==> config.mk <==
export PLATFORM = sky130hd
export DESIGN_NAME = ni_local_port
export DESIGN_NICKNAME = d
export VERILOG_FILES = /design/src/rtl/ni_local_port.sv
export SDC_FILE = /design/constraint.sdc
export NUM_CORES = 1
export LEC_CHECK = 0
export ABC_AREA = 1
export CORE_UTILIZATION = 50
export DETAILED_ROUTE_END_ITERATION = 8
export PLACE_DENSITY = 0.77
export SLEW_MARGIN = 10
export SYNTH_ARGS = -nofsm -noshare
export SYNTH_HDL_FRONTEND = slang
export SYNTH_SLANG_ARGS = --single-unit
==> constraint.sdc <==
create_clock -name clk -period 3.2 [get_ports clk]
set_input_delay 0.96 -clock clk [delete_from_list [all_inputs] [get_ports clk]]
set_output_delay 0.96 -clock clk [all_outputs]
set_load 0.005 [all_outputs]
==> src/rtl/ni_local_port.sv <==
// Network interface between a PE and a router Local port: packetises PE requests
// into flits for injection, buffers ejected flits for the PE, and keeps statistics.
module ni_local_port #(
  parameter int DATASIZE = 40,
  parameter int TX_DEPTH = 4,
  parameter int RX_DEPTH = 4
) (
  input  logic                clk,
  input  logic                rst_n,
  input  logic [3:0]          ID,
  input  logic                tx_valid,
  output logic                tx_ready,
  input  logic [3:0]          tx_dst,
  input  logic [21:0]         tx_payload,
  input  logic [1:0]          tx_type,
  output logic [DATASIZE-1:0] L_data_in,
  output logic                L_valid_in,
  input  logic                full,
  input  logic [DATASIZE-1:0] L_data_out,
  input  logic                L_valid_out,
  output logic                L_full_in,
  output logic                rx_valid,
  input  logic                rx_ready,
  output logic [3:0]          rx_src,
  output logic [21:0]         rx_payload,
  output logic [1:0]          rx_type,
  output logic [7:0]          rx_latency,
  output logic [15:0]         tx_count,
  output logic [15:0]         rx_count,
  output logic                misroute
);
  localparam int TX_PW = $clog2(TX_DEPTH);
  localparam int RX_PW = $clog2(RX_DEPTH);
  localparam int RX_W  = 36;  // {src, payload, type, latency}

  typedef enum logic [1:0] {FC_EMPTY, FC_PARTIAL, FC_FULL} fc_state_e;

  function automatic fc_state_e fc_next(fc_state_e st, logic up, logic down, int cnt, int depth);
    fc_state_e nx;
    nx = st;
    if (up && !down)      nx = (cnt + 1 == depth) ? FC_FULL : FC_PARTIAL;
    else if (down && !up) nx = (cnt == 1) ? FC_EMPTY : FC_PARTIAL;
    return nx;
  endfunction

  logic [7:0]          ts_q, ts_d;
  logic [DATASIZE-1:0] tx_mem_q [TX_DEPTH];
  logic [TX_PW-1:0]    tx_wr_q, tx_wr_d, tx_rd_q, tx_rd_d;
  logic [TX_PW:0]      tx_cnt_q, tx_cnt_d;
  fc_state_e           tx_st_q, tx_st_d;
  logic [RX_W-1:0]     rx_mem_q [RX_DEPTH];
  logic [RX_PW-1:0]    rx_wr_q, rx_wr_d, rx_rd_q, rx_rd_d;
  logic [RX_PW:0]      rx_cnt_q, rx_cnt_d;
  fc_state_e           rx_st_q, rx_st_d;
  logic [15:0]         tx_count_q, tx_count_d, rx_count_q, rx_count_d;
  logic                misroute_q, misroute_d;
  logic                tx_push, tx_pop, rx_acc, rx_pop;
  logic [DATASIZE-1:0] tx_wdata;
  logic [RX_W-1:0]     rx_wdata, rx_head;

  assign tx_ready   = (tx_st_q != FC_FULL);
  assign L_valid_in = (tx_st_q != FC_EMPTY);
  assign L_data_in  = L_valid_in ? tx_mem_q[tx_rd_q] : '0;
  assign L_full_in  = (rx_st_q == FC_FULL);
  assign rx_valid   = (rx_st_q != FC_EMPTY);
  assign rx_head    = rx_valid ? rx_mem_q[rx_rd_q] : '0;
  assign {rx_src, rx_payload, rx_type, rx_latency} = rx_head;
  assign tx_count   = tx_count_q;
  assign rx_count   = rx_count_q;
  assign misroute   = misroute_q;

  always_comb begin
    tx_push    = tx_valid && tx_ready;
    tx_pop     = L_valid_in && !full;
    rx_acc     = L_valid_out && !L_full_in;
    rx_pop     = rx_valid && rx_ready;
    tx_wdata   = {ID, tx_dst, ts_q, tx_payload, tx_type};
    // Latency is taken modulo 256 so a timestamp wrap in flight still reads correctly.
    rx_wdata   = {L_data_out[39:36], L_data_out[23:2], L_data_out[1:0], ts_q - L_data_out[31:24]};
    ts_d       = ts_q + 8'd1;
    tx_wr_d    = tx_push ? tx_wr_q + TX_PW'(1) : tx_wr_q;
    tx_rd_d    = tx_pop  ? tx_rd_q + TX_PW'(1) : tx_rd_q;
    rx_wr_d    = rx_acc  ? rx_wr_q + RX_PW'(1) : rx_wr_q;
    rx_rd_d    = rx_pop  ? rx_rd_q + RX_PW'(1) : rx_rd_q;
    tx_cnt_d   = tx_cnt_q;
    rx_cnt_d   = rx_cnt_q;
    if (tx_push && !tx_pop) tx_cnt_d = tx_cnt_q + (TX_PW+1)'(1);
    if (tx_pop && !tx_push) tx_cnt_d = tx_cnt_q - (TX_PW+1)'(1);
    if (rx_acc && !rx_pop)  rx_cnt_d = rx_cnt_q + (RX_PW+1)'(1);
    if (rx_pop && !rx_acc)  rx_cnt_d = rx_cnt_q - (RX_PW+1)'(1);
    tx_st_d    = fc_next(tx_st_q, tx_push, tx_pop, int'(tx_cnt_q), TX_DEPTH);
    rx_st_d    = fc_next(rx_st_q, rx_acc, rx_pop, int'(rx_cnt_q), RX_DEPTH);
    tx_count_d = tx_pop ? tx_count_q + 16'd1 : tx_count_q;
    rx_count_d = rx_acc ? rx_count_q + 16'd1 : rx_count_q;
    misroute_d = misroute_q | (rx_acc && (L_data_out[35:32] != ID));
  end

  always_ff @(posedge clk) begin
    if (rst_n) begin
      ts_q       <= '0;
      tx_wr_q    <= '0;
      tx_rd_q    <= '0;
      tx_cnt_q   <= '0;
      tx_st_q    <= FC_EMPTY;
      rx_wr_q    <= '0;
      rx_rd_q    <= '0;
      rx_cnt_q   <= '0;
      rx_st_q    <= FC_EMPTY;
      tx_count_q <= '0;
      rx_count_q <= '0;
      misroute_q <= 1'b0;
    end else begin
      ts_q       <= ts_d;
      tx_wr_q    <= tx_wr_d;
      tx_rd_q    <= tx_rd_d;
      tx_cnt_q   <= tx_cnt_d;
      tx_st_q    <= tx_st_d;
      rx_wr_q    <= rx_wr_d;
      rx_rd_q    <= rx_rd_d;
      rx_cnt_q   <= rx_cnt_d;
      rx_st_q    <= rx_st_d;
      tx_count_q <= tx_count_d;
      rx_count_q <= rx_count_d;
      misroute_q <= misroute_d;
    end
  end

  // Storage is not cleared; reset empties the FIFOs through the pointers and counts.
  always_ff @(posedge clk) begin
    if (!rst_n && tx_push) tx_mem_q[tx_wr_q] <= tx_wdata;
    if (!rst_n && rx_acc)  rx_mem_q[rx_wr_q] <= rx_wdata;
  end
endmodule

Word-level counts from Yosys, hierarchy flattened --
Memories as Yosys holds them, arrays and structs flattened. A register that Yosys moved wholly into a read port is not among the register bits. Index checks and enable logic that the tools add are counted.
Operators by class: equal/unequal tests 7, bitwise logic cells 1, add/subtract/negate cells 14, reductions and logical operators 22, muxes and demuxes 22
Operators by type and width (number):
- $mux W40 | 1
- $mux W36 | 1
- $add A16 B1 Y16 const B | 2
- $mux W2 | 10
- $mux W3 | 4
- $logic_and A1 B1 Y1 | 11
- $add A2 B1 Y2 const B | 4
- $add A3 B1 Y4 const B | 2
- $add A8 B1 Y8 const B | 1
- $eq A4 B3 Y1 const B | 2
- $reduce_bool A2 Y1 | 4
- $sub A8 B8 Y8 | 1
- $logic_not A1 Y1 | 7
- $add A3 B1 Y3 const B | 2
- $eq A3 B2 Y1 const B | 2
- $mux W1 | 6
- $sub A3 B1 Y3 const B | 2
- $ne A4 B4 Y1 | 1
- $eq A2 B2 Y1 const B | 1
- $ne A2 B2 Y1 const B | 1
- $or A1 B1 Y1 | 1
Storage, ports and cells: memory bits (writable) 304, output and inout port bits 113, register bits 59, word-level logic and storage cells 80, bits of input ports 78, memories 2
Memory list:
- tx_mem_q | depth 4, bits a word 40, read ports 1, clocked after memory_dff 1, wr ports 1, RTL line 47 | logic [DATASIZE-1:0] tx_mem_q [TX_DEPTH];
- rx_mem_q | depth 4, bits a word 36, read ports 1, clocked after memory_dff 1, wr ports 1, RTL line 51 | logic [RX_W-1:0] rx_mem_q [RX_DEPTH];

Depth between registers and ports, before layout --
word-level depth 7, mapped depth 11, mapped depth without buffers 10

Worst setup path after synthesis --
OpenSTA, ideal clock, no wires.
kind in2reg, start point input port rst_n, end point memory tx_mem_q[0][0] (enable), data required time 2.763 ns, arrival time 2.994 ns, path buffers 1, path slack -0.231 ns, stages on the path 4, setup time 0.437 ns, cell sequence buf_2 inv_2 nand2_1 nor2_1
On the way: word-level cells in the longest chain between the ends 4
RTL lines:
- start: declaration | RTL line 9 | input logic rst_n,
- $logic_not A1 Y1 | RTL line 130 | if (!rst_n && tx_push) tx_mem_q[tx_wr_q] <= tx_wdata;
- $logic_and A1 B1 Y1 | RTL line 130
- $mux W1 | RTL line 130
- $mux W1 (implied by the code) | RTL line 130
- end: declaration | RTL line 47
No other way between the ends.

==> flow_summary_export.csv <==
group,metric,value,unit
yosys,synth.cell_area,15100,um2
hold_path,hp-class,"reg -> reg",
drt,wl_per_cell,17.4,um
drt,vias,10600,
sta,fin_crit_sh,98.2,%
critical_path,worstPathRequired,2240,ps
layout,antenna_cells,0,
yosys,synth.avg_cell_area,11.1,um2
drt,firstDrtPassIters,5,
pwr,irDropWorstVdd,0.397,mV
yosys,synthMuxAreaShare,0,%
clocking,clk_latency,520,ps
layout,drive_gt1_share,9.22,%
clocking,cts_tree,"done",
critical_path,path_buf_inv,2,
floorplanning,fp-row-count,63,
sta,finalClockSkew,14.2,ps
yosys,yosys_warnings,0,
sta,grt_setup_unrepaired,"true",
clocking,post_cts_buffers,0,
drt,wl_met1,14.6,mm
place,gp_congestion,0.801,
global_route,antenna_found_initial,0,
yosys,yosysMostFrequentCell,"nor2_1",
sta,worst_pin_slew,528,ps
sta,finalCriticalPeriod,3140,ps
global_route,grt_pass1_wl,52.0,mm
clocking,hold_buffers,0,
yosys,synth_common_cells,"363 x nor2_1, 304 x edfxtp_1, 144 x o21ai_0",
clocking,cts_inserted_buffers,38,
global_route,gr-total-overflow,0,
place,hpwl,20.6,mm
yosys,synth-xor-area-share,1.10,%
clocking,cts.sinks,367,
yosys,synth-compound-area-share,10.1,%
layout,layout.nets,1667,
critical_path,critPathArrivalTime,2180,ps
clocking,cts_max_level,2,
critical_path,start_kind,"register",
place,io_buffer_count,190,
clocking,path_clk_slew,60,ps
sta,hold_violations,0,
drt,drt_wl_total,34.5,mm
critical_path,endpoint_kind,"output pin",
yosys,syn_inst,1361,
sta,setup_violations,0,
yosys,yosysTopAreaCellShare,60.3,%
yosys,synth_fp_nets,1464,
clocking,root_buffer,"clkbuf_16",
drt,first_iter_violations,796,
sta,final_max_slew_viol_count,0,
floorplanning,die-height,176,um
drt,route.met2.wl,16.7,mm
critical_path,crit_type,"reg -> out",
floorplanning,initial_core_util,51.0,%
status,run_status,"complete, no violations",
critical_path,max_stage_delay,520,ps
floorplanning,coreArea,29700,um2
floorplanning,num_io_pins,191,
floorplanning,die_area,31000,um2
global_route,first_global_vias,10300,
sta,fmax,318,MHz
drt,vias_per_cell,5.35,
yosys,synth_area_leaders,"edfxtp_1 60%, nor2_1 9.0%, dfxtp_1 8.3%",
flow_run,cap_violations,0,
pwr,p_per_area,576,nW/um2
yosys,synth_fa_ha_area_share,2.21,%
drt,postRouteAntennaNets,0,
critical_path,worstPathMaxFanout,23,
sta,timing.hold.ws,469,ps
yosys,synthFlopType,"edfxtp_1",
yosys,synth_edf_count,304,
global_route,grt_use_total,21.4,%
yosys,synth-seq-area-share,68.6,%
critical_path,slowest_stage,"clkdlybuf4s50_1",
critical_path,crit_family,"buffers and inverters",
place,pre_cts_ws,289,ps
yosys,async_flop_share,0,%
drt,route.met3.wl,2.65,mm
drt,top_layer_used,"met4",
sta,setup_slack,56.1,ps
yosys,yosysUniqueCellTypes,34,
layout,fill_cells,2149,
clocking,cts_buffer_depth,3,
drt,drc_errors,0,
floorplanning,die_w,176,um
sta,slew_headroom,64.8,%
yosys,synth.largest_area_cell,"edfxtp_1",
critical_path,crit_chain,"clkbuf_16, nor2_1, nor2_1, o21ai_0, a21oi_1, clkdlybuf4s50_1",
layout,area_growth,26.6,%
global_route,grt_max_degree,51,
pwr,p_leak,7.03,nW
yosys,yosys.area_share.simple,13.8,%
yosys,ys_ff_latch,367,
critical_path,cpMostUsedCell,"nor2_1",
yosys,synth_top_family_by_area,"simple AND/OR/NAND/NOR gates",
[sequential cells by signal, summed over array words and instances (netlist names), named ones only]
| name | cells |
|---|---|
| tx_wr_q | 2 |
| tx_mem_q | 160 |
| misroute | 1 |
| rx_cnt_q | 3 |
| rx_rd_q | 2 |
| rx_st_q | 2 |
| ts_q | 8 |
| tx_st_q | 2 |
| rx_mem_q | 144 |
| rx_wr_q | 2 |
| tx_rd_q | 2 |
| rx_count | 16 |
| tx_cnt_q | 3 |
| tx_count | 16 |
[through the flow]
| step | power (mW) | utilization [%] | cell area (um2) | TNS, ps | cells |
|---|---|---|---|---|---|
| detailed placement | 6.64 | 59.3 | 17600 | 0 | 1908 |
| finish | 11.0 | 64.5 | 19200 | 0 | 1984 |
| global placement | 6.61 | 59.3 | 17600 | 0 | 1908 |
| CTS | 11.0 | 63.7 | 18900 | 0 | 1978 |
| global route | 11.4 | 64.5 | 19200 | -117 | 1984 |
| floorplan | 6.04 | - | 15200 | -36990 | 1361 |
[worst register-to-register path, delay by kind of cell (launching register included)]
kind	cells	cell delay, ps
buffers and inverters	2	340
AND/OR/NAND/NOR	2	220
flip-flops	1	410
adder cells (fa/ha/maj)	2	540
AO/OA/AOI/OAI	4	470
[layout by cell type, fill, tap and decap left out, drive strengths merged, types with 12 or more instances in the layout]
master and n:
nor2 377, edfxtp 304, o21ai 183, clkdlybuf4s50 172, a21oi 117, inv 85, nand2 78, dfxtp 63
clkbuf 63, buf 32, ha 22, nand3 21, dlymetal6s2s 17, xor2 12
[path summary, 6_finish.rpt]
kind	depth (start not counted)	slack [ps]	to	startpoint
hold reg to reg	2	470	misroute	misroute
setup / recovery	6	60	rx_payload[3]	register
setup reg to reg	10	1100	rx_cnt_q[2]	rx_st_q[1]
hold / removal	2	470	misroute	misroute
[final cells by class]
cell class	count	area, um2	area share (%)
well taps	390	488	2.54
flip-flops and latches	367	10400	54.2
multi-input cells	845	4200	21.9
inverters	85	332	1.73
clock buffers	58	1150	5.99
repair buffers	227	2470	12.9
clock inverters	12	139	0.724
[per-layer routing]
| layer | track usage (%) | up-vias |
|---|---|---|
| met5 | 0 | - |
| met1 | 28.2 | 5082 |
| met3 | 4.72 | 49 |
| li1 | - | 5078 |
| met4 | 4.93 | 0 |
| met2 | 36.0 | 405 |
[power breakdown]
| part | internal, mW | switching [mW] |
|---|---|---|
| combinational | 0.547 | 0.673 |
| clock | 2.66 | 1.78 |
| sequential | 5.32 | 0.0692 |
[logic make-up after synthesis]
kind of cell,count (synthesis)
AOI/OAI and AO/OA,304
DFF,367
adders and majority gates,25
and+or+nand+nor,497
buffers and inverters,149
xor gates and xnor gates,19
[repair_timing]
| action | in CTS | in global routing |
|---|---|---|
| endpoints found under the setup margin | 68 | 50 |
| gates resized for setup | 13 | 34 |
| pin swaps | 1 | 11 |
| cloned | 0 | 6 |
Note: power is estimated with default switching activity, not from simulation.
